<file path="config.mk">
export PLATFORM = sky130hd
export DESIGN_NAME = mem_stage_lsu
export DESIGN_NICKNAME = d
export VERILOG_FILES = /design/src/rtl/mem_stage_lsu.sv
export SDC_FILE = /design/constraint.sdc
export NUM_CORES = 1
export LEC_CHECK = 0
export ABC_CLOCK_PERIOD_IN_PS = 2300
export BUFFER_PORTS_ARGS = -buffer_cell sky130_fd_sc_hd__buf_4
export CAP_MARGIN = 5
export CORE_MARGIN = 3
export CORE_UTILIZATION = 37
export DETAILED_ROUTE_END_ITERATION = 10
export PLACE_DENSITY_LB_ADDON = 0.3
export SKIP_LAST_GASP = 1
export SYNTH_ARGS = -nofsm -noshare
export SYNTH_HDL_FRONTEND = slang
export SYNTH_SLANG_ARGS = --single-unit
export TNS_END_PERCENT = 1
</file>
<file path="constraint.sdc">
create_clock -name clk -period 2.3 [get_ports clk]
set_input_delay 0 -clock clk [delete_from_list [all_inputs] [get_ports clk]]
set_output_delay 0 -clock clk [all_outputs]
set_load 0.005 [all_outputs]
</file>
<file path="src/rtl/mem_stage_lsu.sv">
// Memory-access stage: req/ack data-memory handshake with byte enables and load formatting.
// Optional feature: define MEMLSU_MISALIGN_TRAP_EN to trap misaligned accesses (misalign_err).
module mem_stage_lsu #(
  parameter int unsigned REG_WIDTH      = 32,
  parameter int unsigned REG_ADDR_WIDTH = 5
) (
  input  logic                 clk,
  input  logic                 reset_n,
  input  logic                 ex_mem_valid,
  input  logic [6:0]           ex_mem_inst_opcode,
  input  logic [2:0]           ex_mem_funct3,
  input  logic [REG_WIDTH-1:0] ex_mem_alu_out,
  input  logic [REG_WIDTH-1:0] ex_mem_dataB,
  output logic                 dmem_req,
  output logic                 dmem_we,
  output logic [REG_WIDTH-1:0] dmem_addr,
  output logic [REG_WIDTH-1:0] dmem_wdata,
  output logic [3:0]           dmem_be,
  input  logic                 dmem_ack,
  input  logic [REG_WIDTH-1:0] dmem_rdata,
  output logic [REG_WIDTH-1:0] DMEM_data_out,
  output logic                 mem_stall
`ifdef MEMLSU_MISALIGN_TRAP_EN
  ,
  output logic                 misalign_err
`endif
);

  // Byte-lane logic below is hard-wired for a 32-bit datapath.
  if (REG_WIDTH != 32 || REG_ADDR_WIDTH < 1) begin : g_cfg_check
    $error("mem_stage_lsu supports REG_WIDTH == 32 only");
  end

  localparam logic [6:0] OpLoad  = 7'b0000011;
  localparam logic [6:0] OpStore = 7'b0100011;

  typedef enum logic [1:0] {StIdle, StWait, StDone} state_e;

  state_e      state_q;
  logic [2:0]  ld_funct3_q;
  logic [1:0]  ld_off_q;

  logic        is_load, is_store, legal_load, legal_store;
  logic        access, misaligned, start;
  logic [1:0]  off;
  logic [3:0]  be_d;
  logic [31:0] wdata_d;
  logic [7:0]  byte_lane;
  logic [15:0] half_lane;
  logic [31:0] load_fmt;

  always_comb begin
    is_load     = (ex_mem_inst_opcode == OpLoad);
    is_store    = (ex_mem_inst_opcode == OpStore);
    legal_load  = ex_mem_funct3 inside {3'b000, 3'b001, 3'b010, 3'b100, 3'b101};
    legal_store = ex_mem_funct3 inside {3'b000, 3'b001, 3'b010};
    access      = ex_mem_valid && ((is_load && legal_load) || (is_store && legal_store));
    misaligned  = ((ex_mem_funct3[1:0] == 2'b01) && ex_mem_alu_out[0]) ||
                  ((ex_mem_funct3[1:0] == 2'b10) && (ex_mem_alu_out[1:0] != 2'b00));
`ifdef MEMLSU_MISALIGN_TRAP_EN
    start = access && !misaligned;
`else
    start = access;
`endif
    // Force-align the lane offset to the access size.
    case (ex_mem_funct3[1:0])
      2'b01:   off = {ex_mem_alu_out[1], 1'b0};
      2'b10:   off = 2'b00;
      default: off = ex_mem_alu_out[1:0];
    endcase

    be_d    = 4'b1111;
    wdata_d = '0;
    if (is_store) begin
      case (ex_mem_funct3[1:0])
        2'b00: begin
          be_d    = 4'b0001 << off;
          wdata_d = {4{ex_mem_dataB[7:0]}};
        end
        2'b01: begin
          be_d    = off[1] ? 4'b1100 : 4'b0011;
          wdata_d = {2{ex_mem_dataB[15:0]}};
        end
        default: begin
          be_d    = 4'b1111;
          wdata_d = ex_mem_dataB;
        end
      endcase
    end
  end

  always_comb begin
    byte_lane = dmem_rdata[8*ld_off_q +: 8];
    half_lane = ld_off_q[1] ? dmem_rdata[31:16] : dmem_rdata[15:0];
    case (ld_funct3_q)
      3'b000:  load_fmt = {{24{byte_lane[7]}}, byte_lane};
      3'b001:  load_fmt = {{16{half_lane[15]}}, half_lane};
      3'b100:  load_fmt = {24'b0, byte_lane};
      3'b101:  load_fmt = {16'b0, half_lane};
      default: load_fmt = dmem_rdata;
    endcase
  end

  always_comb begin
    case (state_q)
      StIdle:  mem_stall = start;
      StWait:  mem_stall = 1'b1;
      default: mem_stall = 1'b0;
    endcase
  end

  always_ff @(posedge clk or negedge reset_n) begin
    if (!reset_n) begin
      state_q       <= StIdle;
      dmem_req      <= 1'b0;
      dmem_we       <= 1'b0;
      dmem_addr     <= '0;
      dmem_wdata    <= '0;
      dmem_be       <= 4'b0;
      DMEM_data_out <= '0;
      ld_funct3_q   <= 3'b0;
      ld_off_q      <= 2'b0;
`ifdef MEMLSU_MISALIGN_TRAP_EN
      misalign_err  <= 1'b0;
`endif
    end else begin
`ifdef MEMLSU_MISALIGN_TRAP_EN
      misalign_err <= 1'b0;
`endif
      case (state_q)
        StIdle: begin
          if (start) begin
            dmem_req    <= 1'b1;
            dmem_we     <= is_store;
            dmem_addr   <= {ex_mem_alu_out[31:2], 2'b00};
            dmem_be     <= be_d;
            dmem_wdata  <= wdata_d;
            ld_funct3_q <= ex_mem_funct3;
            ld_off_q    <= off;
            state_q     <= StWait;
          end
`ifdef MEMLSU_MISALIGN_TRAP_EN
          else if (access && misaligned) begin
            misalign_err  <= 1'b1;
            DMEM_data_out <= '0;
          end
`endif
        end
        StWait: begin
          if (dmem_ack) begin
            dmem_req <= 1'b0;
            dmem_we  <= 1'b0;
            if (!dmem_we) DMEM_data_out <= load_fmt;
            state_q <= StDone;
          end
        end
        StDone:  state_q <= StIdle;
        default: state_q <= StIdle;
      endcase
    end
  end

endmodule

</file>
==> results of run 1 <==
## stage by stage
step | worst slack (ns) | total power (W) | instances
after floorplan | 0.598 | 0.00276 | 504
after global placement | 0.335 | 0.00348 | 870
after detailed placement | 0.314 | 0.00352 | 870
after CTS | 0.110 | 0.00525 | 964
after global routing | 0.00745 | 0.00549 | 964
final | 0.138 | 0.00521 | 964
## final timing paths
check | to | slack, ns | cells after the start
max | mem_stall | 0.14 | 9
min | DMEM_data_out[0]$_DFFE_PN0P_ | 0.01 | 4
max reg2reg | dmem_addr[20]$_DFFE_PN0P_ | 0.38 | 5
max in group asynchronous | dmem_wdata[27]$_DFFE_PN0P_ | 1.31 | 3
min in group asynchronous | DMEM_data_out[19]$_DFFE_PN0P_ | 0.23 | 2
min reg2reg | dmem_req$_DFFE_PN0P_ | 0.49 | 2
## report_power, final
group	leakage, nW	internal (W)	switching, W
clock	0.150	0.000865	0.000753
combinational	2.38	0.000739	0.000500
sequential	1.42	0.00214	0.000210
total	3.95	0.00375	0.00146
## per-layer routing
layer,wire length [um],global-route usage,vias up
met1,7070,0.274,2428
met2,8330,0.365,223
met5,0,0,-
met3,1300,0.0492,31
met4,427,0.0784,0
li1,-,-,2381
## worst register-to-register path: cells and delay by family (launching register included)
family | cells | cell delay [ns]
buffers and inverters | 1 | 0.22
flip-flops | 1 | 0.43
multiplexers | 1 | 0.43
AND/OR/NAND/NOR | 3 | 0.71
## sequential cells by signal, indices dropped and copies added (netlist names)
name,count
DMEM_data_out,32
dmem_wdata,32
dmem_addr,30
dmem_be,4
ld_funct3_q,3
ld_off_q,2
state_q,2
dmem_req,1
dmem_we,1
## layout make-up
cell class | count | area share
flip-flops and latches | 107 | 0.329
repair buffers | 306 | 0.309
multi-input cells | 349 | 0.293
clock buffers | 9 | 0.0277
well taps | 180 | 0.0277
clock inverters | 7 | 0.0101
inverters | 6 | 0.00277
## kinds of logic after synthesis
family | synth area share
compound gates | 0.209
flops | 0.505
simple gates | 0.0808
mux | 0.147
buf+inv | 0.0479
fa+ha+maj | 0.00945
other cells | 0.000708
## cells in the final DEF, fill, tap and decap left out, types with 2 or more instances in the layout
cell                            Yosys  final
sky130_fd_sc_hd__buf_4              2    226
sky130_fd_sc_hd__dfrtp_1          107    107
sky130_fd_sc_hd__o21ai_0           80     80
sky130_fd_sc_hd__dlygate4sd3_1      0     78
sky130_fd_sc_hd__mux2_2            59     59
sky130_fd_sc_hd__a21oi_1           41     41
sky130_fd_sc_hd__nand2_1           36     36
sky130_fd_sc_hd__nor2_1            31     30
sky130_fd_sc_hd__o211ai_1          17     17
sky130_fd_sc_hd__mux2i_1            9      9
sky130_fd_sc_hd__o2111ai_1          9      9
sky130_fd_sc_hd__o21bai_1           9      9
sky130_fd_sc_hd__clkbuf_16          0      9
sky130_fd_sc_hd__o22a_1             8      8
sky130_fd_sc_hd__a22o_1             8      8
sky130_fd_sc_hd__a22oi_1            7      7
sky130_fd_sc_hd__inv_1              6      6
sky130_fd_sc_hd__ha_1               4      4
sky130_fd_sc_hd__nor3b_1            3      3
sky130_fd_sc_hd__nor2b_1            3      3
sky130_fd_sc_hd__nand3_1            4      3
sky130_fd_sc_hd__o22ai_1            2      2
sky130_fd_sc_hd__nand2b_1           2      2
sky130_fd_sc_hd__conb_1             1      2
sky130_fd_sc_hd__inv_8              0      2
sky130_fd_sc_hd__buf_12             0      2
## repair_timing
item / in CTS / in global routing
resized for setup: 2 / 2
hold buffers: 78 / 0
hold endpoints to repair: 125 / 0
gates cloned: 0 / 0
endpoints found under the setup margin: 1 / 1
==> metrics.log, run 1 <==
[metrics] result of the run: finished clean
[metrics] largest net degree at the start of global routing: 51
[metrics] ANT cells: 0
[metrics] maximum clock path buffer count: 2
[metrics] number of H-tree branching levels: 3
[metrics] warnings from Yosys: 0
[metrics] ys async rst share: 1.00
[metrics] initial detailed-routing violation count: 304
[metrics] area of combinational cells with multiple inputs: 2390 um2
[metrics] Hold Crit Class: in -> reg
[metrics] pwr dens: 640 nW/um2
[metrics] Design Area, Final: 8140 um2
[metrics] vias in the first global route: 5334
[metrics] cells taking the most area after synthesis: sky130_fd_sc_hd__dfrtp_1 (51%), sky130_fd_sc_hd__mux2_2 (13%), sky130_fd_sc_hd__o21ai_0 (7.6%), sky130_fd_sc_hd__a21oi_1 (3.9%), sky130_fd_sc_hd__nand2_1 (2.6%)
[metrics] setup TNS: 0 ns
[metrics] critical path launch point type: primary input
[metrics] Sequential Area: 2680 um2
[metrics] area enclosed by the die boundary: 15800 um2
[metrics] number of pins exceeding their max-slew limit in the final report: 0
[metrics] Worst-path clk slew: 0.07 ns
[metrics] Die Wd: 126 um
[metrics] critical path class: in -> out
[metrics] share of the yosys chip area belonging to registers: 0.505
[metrics] gate family responsible for the most delay along the worst path: buffers and inverters
[metrics] Yosys top cell area share: 0.505
[metrics] Critical Path RT: 2.30 ns
[metrics] number of enable-type register cells in the synthesized netlist: 0
[metrics] crit-path max cell delay: 0.55 ns
[metrics] mean instance size in the synthesized netlist: 10.5 um2
[metrics] post-CTS setup-driven buffer insertion count: 0
[metrics] global-route wire length before repair: 27800 um
[metrics] transition time of the tightest slew-check pin: 0.712 ns
[metrics] Clock Sink Count: 107
[metrics] Max Clock Skew: 0.00777 ns
[metrics] wire length reported by the detailed router: 17100 um
[metrics] cell type contributing the most total cell area after synthesis: sky130_fd_sc_hd__dfrtp_1
[metrics] number of distinct library cells after synthesis: 42
[metrics] core region area: 13900 um2
[metrics] nets: 893
[metrics] DIE HEIGHT: 126 um
[metrics] CTS tree: built
[metrics] maximum achievable frequency: 0.462 GHz
[metrics] number of CTS-inserted buffers: 9
[metrics] RSZ-0062 raised after global routing: no
[metrics] starting density of the core: 0.380
[metrics] synth-to-layout area growth: 53.6%
[metrics] MaxCap Viol Count: 0
[metrics] port bufs: 210
[metrics] worst setup path startpoint: ex_mem_funct3[1]
[metrics] gate count of the mapped netlist: 503
[metrics] total DRC errors in the routed layout: 0
[metrics] Final HPWL DP: 12100 um
[metrics] top flip-flop cell by instance count after synthesis: sky130_fd_sc_hd__dfrtp_1
[metrics] beginning of the worst hold path: dmem_rdata[0]
[metrics] root cell of the clock tree: sky130_fd_sc_hd__clkbuf_16
[metrics] slowest stage cell on the critical path: sky130_fd_sc_hd__dlygate4sd3_1
[metrics] Overflow after GRT: 0
[metrics] Max-Slew Margin vs Limit: 0.525
[metrics] number of primary I/O pins: 213
[metrics] RR Startpoint: state_q[1]$_DFFE_PN0P_
[metrics] P_leak: 3.95 nW
[metrics] Critical path buffers and inverters: 4
[metrics] Worst Hold Slack: 0.0131 ns
[metrics] final RePlAce weighted congestion: 0.878
[metrics] crit-path cells: dlygate4sd3_1, buf_4, inv_1, ha_1, nor4_1, a211o_2, or2_4, a21oi_1, buf_4
[metrics] fill cell count: 1185
[metrics] top fanout value on the critical path: 23
[metrics] Placement Rows: 43
[metrics] overall via count from detail_route: 5063
[metrics] initial antenna violation count: 0
[metrics] crit end category: output pin
[metrics] synthesized flop and latch total: 107
[metrics] shortest clock period the worst path allows after layout: 2.16 ns
[metrics] number of failing hold endpoints at the final stage: 0
[metrics] Final Setup Violations: 0
[metrics] total standard cell area after synthesis: 5300 um2
[metrics] latest clock arrival within the worst-skew pair: 0.35 ns
[metrics] most frequent cell on the critical path: sky130_fd_sc_hd__buf_4
[metrics] maximum ir drop on the vdd rail: 0.301 mV
[metrics] post-DR wirelength/cell: 17.8 um
[metrics] part of the cycle the worst path needs: 0.940
[metrics] most instantiated cells after synthesis: sky130_fd_sc_hd__dfrtp_1 (107), sky130_fd_sc_hd__o21ai_0 (80), sky130_fd_sc_hd__mux2_2 (59)
[metrics] post-place instance area: 7040 um2
[metrics] antenna viol nets, final: 0
[metrics] endpoint arrival time on the critical path: 2.16 ns
[metrics] fraction of layout cells with a size suffix above 1: 0.401
[metrics] length of the first detailed-routing pass in iterations: 5
[metrics] overall routing resource usage: 0.217
[metrics] most frequently used cell type in the post-synthesis netlist: sky130_fd_sc_hd__dfrtp_1
[metrics] utilization of the core after routing: 0.584
[metrics] routed vias/inst: 5.25
Note: power is estimated with default switching activity, not from simulation.
==> inputs of run 2 (changes only) <==
- CORE_UTILIZATION: 37 -> 30
- PLACE_DENSITY_LB_ADDON: 0.3 -> not set
==> metrics.log, run 2 (same netlist as run 1, synthesis figures left out) <==
[metrics] Critical Path RT: 2.30 ns
[metrics] crit end category: output pin
[metrics] RR Startpoint: state_q[0]$_DFFE_PN0P_
[metrics] portion of total power attributed to sequential cells: 0.454
[metrics] pwr dens: 633 nW/um2
[metrics] Overflow after GRT: 0
[metrics] Clock Sink Count: 107
[metrics] depth of the worst register-to-register path: 5
[metrics] transition time of the tightest slew-check pin: 0.786 ns
[metrics] critical path class: reg -> out
[metrics] CTS tree: built
[metrics] worst setup path startpoint: state_q[0]$_DFFE_PN0P_
[metrics] number of H-tree branching levels: 3
[metrics] vias in the first global route: 5151
[metrics] most common cell after layout, fill and taps aside: sky130_fd_sc_hd__buf_4
[metrics] pre-CTS setup slack: 0.372 ns
[metrics] largest net degree at the start of global routing: 53
[metrics] area enclosed by the die boundary: 19300 um2
[metrics] total DRC errors in the routed layout: 0
[metrics] core region area: 16900 um2
[metrics] critical path launch point type: flip-flop
[metrics] Final HPWL DP: 12900 um
[metrics] overall routing resource usage: 0.182
[metrics] shortest clock period the worst path allows after layout: 2.05 ns
[metrics] routed vias/inst: 5.02
[metrics] length of the first detailed-routing pass in iterations: 4
[metrics] commonest non-fill, non-tap cells in the layout: sky130_fd_sc_hd__buf_4 (223), sky130_fd_sc_hd__dfrtp_1 (107), sky130_fd_sc_hd__o21ai_0 (80)
[metrics] Die Wd: 139 um
[metrics] power dissipated by switching net loads: 0.00150 W
[metrics] post-CTS setup-driven buffer insertion count: 0
[metrics] maximum clock path buffer count: 2
[metrics] Cell Int Power: 0.00367 W
[metrics] crit-path cells: nor3b_1, nand3_1, or2_4, a21oi_1, buf_4
[metrics] number of pins exceeding their max-slew limit in the final report: 0
[metrics] maximum ir drop on the vdd rail: 0.386 mV
[metrics] result of the run: finished clean
[metrics] nets: 892
[metrics] number of CTS-inserted buffers: 9
[metrics] overall via count from detail_route: 5034
[metrics] Placement Rows: 47
[metrics] initial antenna violation count: 0
[metrics] Worst-path clk slew: 0.07 ns
[metrics] worst setup slack for register-to-register paths: 0.34 ns
[metrics] biggest regs: DMEM_data_out (32), dmem_wdata (32), dmem_addr (30)
[metrics] Max Clock Skew: 0.00829 ns
[metrics] top fanout value on the critical path: 23
[metrics] combinational fraction of design power: 0.242
[metrics] endpoint arrival time on the critical path: 2.05 ns
[metrics] DIE HEIGHT: 139 um
[metrics] P_leak: 3.95 nW
[metrics] antenna viol nets, final: 0
[metrics] root cell of the clock tree: sky130_fd_sc_hd__clkbuf_16
[metrics] part of the cycle the worst path needs: 0.892
[metrics] wire length reported by the detailed router: 18000 um
[metrics] setup TNS: 0 ns
[metrics] RSZ-0062 raised after global routing: no
[metrics] number of primary I/O pins: 213
[metrics] port bufs: 210
[metrics] terminus of the critical flop-to-flop path: dmem_addr[27]$_DFFE_PN0P_
[metrics] switching part of the total power: 0.290
[metrics] starting density of the core: 0.313
[metrics] clock network fraction of design power: 0.304
[metrics] global-route wire length before repair: 28300 um
[metrics] initial detailed-routing violation count: 229
[metrics] synth-to-layout area growth: 54.3%
[metrics] Final Setup Violations: 0
[metrics] MaxCap Viol Count: 0
[metrics] PnR Total Power: 0.00517 W
[metrics] maximum achievable frequency: 0.487 GHz
[metrics] Hold Crit Class: in -> reg
[metrics] worst setup path endpoint: mem_stall
[metrics] crit-path max cell delay: 0.45 ns
[metrics] latest clock arrival within the worst-skew pair: 0.36 ns
[metrics] number of failing hold endpoints at the final stage: 0
[metrics] least setup slack across all paths after layout: 0.248 ns
[metrics] fraction of layout cells with a size suffix above 1: 0.396
[metrics] slowest stage cell on the critical path: sky130_fd_sc_hd__or2_4
[metrics] ANT cells: 0
[metrics] final RePlAce weighted congestion: 0.876
[metrics] Max-Slew Margin vs Limit: 0.476
[metrics] post-DR wirelength/cell: 18.0 um
-- run 2: cell count changes in the layout (fill, tap and decap cells not counted) --
cell,delta
sky130_fd_sc_hd__clkinv_2,-1
sky130_fd_sc_hd__nand3_1,+1
sky130_fd_sc_hd__bufinv_16,-1
sky130_fd_sc_hd__a211o_1,+1
sky130_fd_sc_hd__dlygate4sd3_1,+1
sky130_fd_sc_hd__buf_12,+1
sky130_fd_sc_hd__buf_4,-3
sky130_fd_sc_hd__nand3_2,-1
sky130_fd_sc_hd__clkinv_4,+2
sky130_fd_sc_hd__clkbuf_8,+1
sky130_fd_sc_hd__a211o_2,-1
sky130_fd_sc_hd__clkinvlp_4,-1
-- run 2: power groups by stage --
stage / Sequential, W / Combinational (W) / Clock [W]
global route: 0.00238 / 0.00137 / 0.00170
CTS: 0.00235 / 0.00126 / 0.00163
finish: 0.00235 / 0.00125 / 0.00157
global placement: 0.00237 / 0.00112 / 0
floorplan: 0.00236 / 0.000400 / 0
detailed placement: 0.00238 / 0.00115 / 0
-- run 2: metrics by stage --
stage           util  area, um2  instances  hold slack (ns)
2_1_floorplan      -       5300        504           -0.296
3_3_place_gp   0.419       7090        908           0.0526
3_5_place_dp   0.419       7090        908           0.0567
4_1_cts        0.483       8180       1003          0.00371
5_1_grt        0.483       8180       1003           0.0198
6_report       0.483       8180       1003           0.0113
-- run 2: layout make-up --
type	count	area, um2
clock buffer	10	239
clock inverter	6	57.6
fill	1566	8760
inverter	6	22.5
multi-input combinational	349	2380
sequential	107	2680
tap	220	275
timing repair buffer	305	2520
-- run 2: routing by layer --
metal  vias up  share of wire  track usage
li1       2378              -            -
met1      2431           0.46        0.250
met2       201           0.46        0.289
met3        24          0.066       0.0403
met4         0          0.017       0.0515
met5         -              0            0
-- run 2: how the worst min path moves through the flow --
stage	from	end	cells after the start
detailed placement	reset_n	DMEM_data_out[11]$_DFFE_PN0P_	1
global placement	reset_n	DMEM_data_out[10]$_DFFE_PN0P_	1
global route	dmem_rdata[9]	DMEM_data_out[9]$_DFFE_PN0P_	3
floorplan	reset_n	DMEM_data_out[0]$_DFFE_PN0P_	0
CTS	ex_mem_dataB[15]	dmem_wdata[15]$_DFFE_PN0P_	4
finish	ex_mem_funct3[1]	ld_funct3_q[1]$_DFFE_PN0P_	3
-- run 2: worst max-delay path: cells and delay by family (launching register included) --
family / cells / cell delay, ns
compound gates: 1 / 0.18
buf+inv: 1 / 0.14
flops: 1 / 0.41
simple gates: 3 / 0.97
-- run 2: repair_timing --
action                                  in CTS  in global routing
endpoints found under the setup margin       0                  1
hold endpoints to repair                   123                  0
hold buffers                                79                  0
gates resized for setup                      0                  2
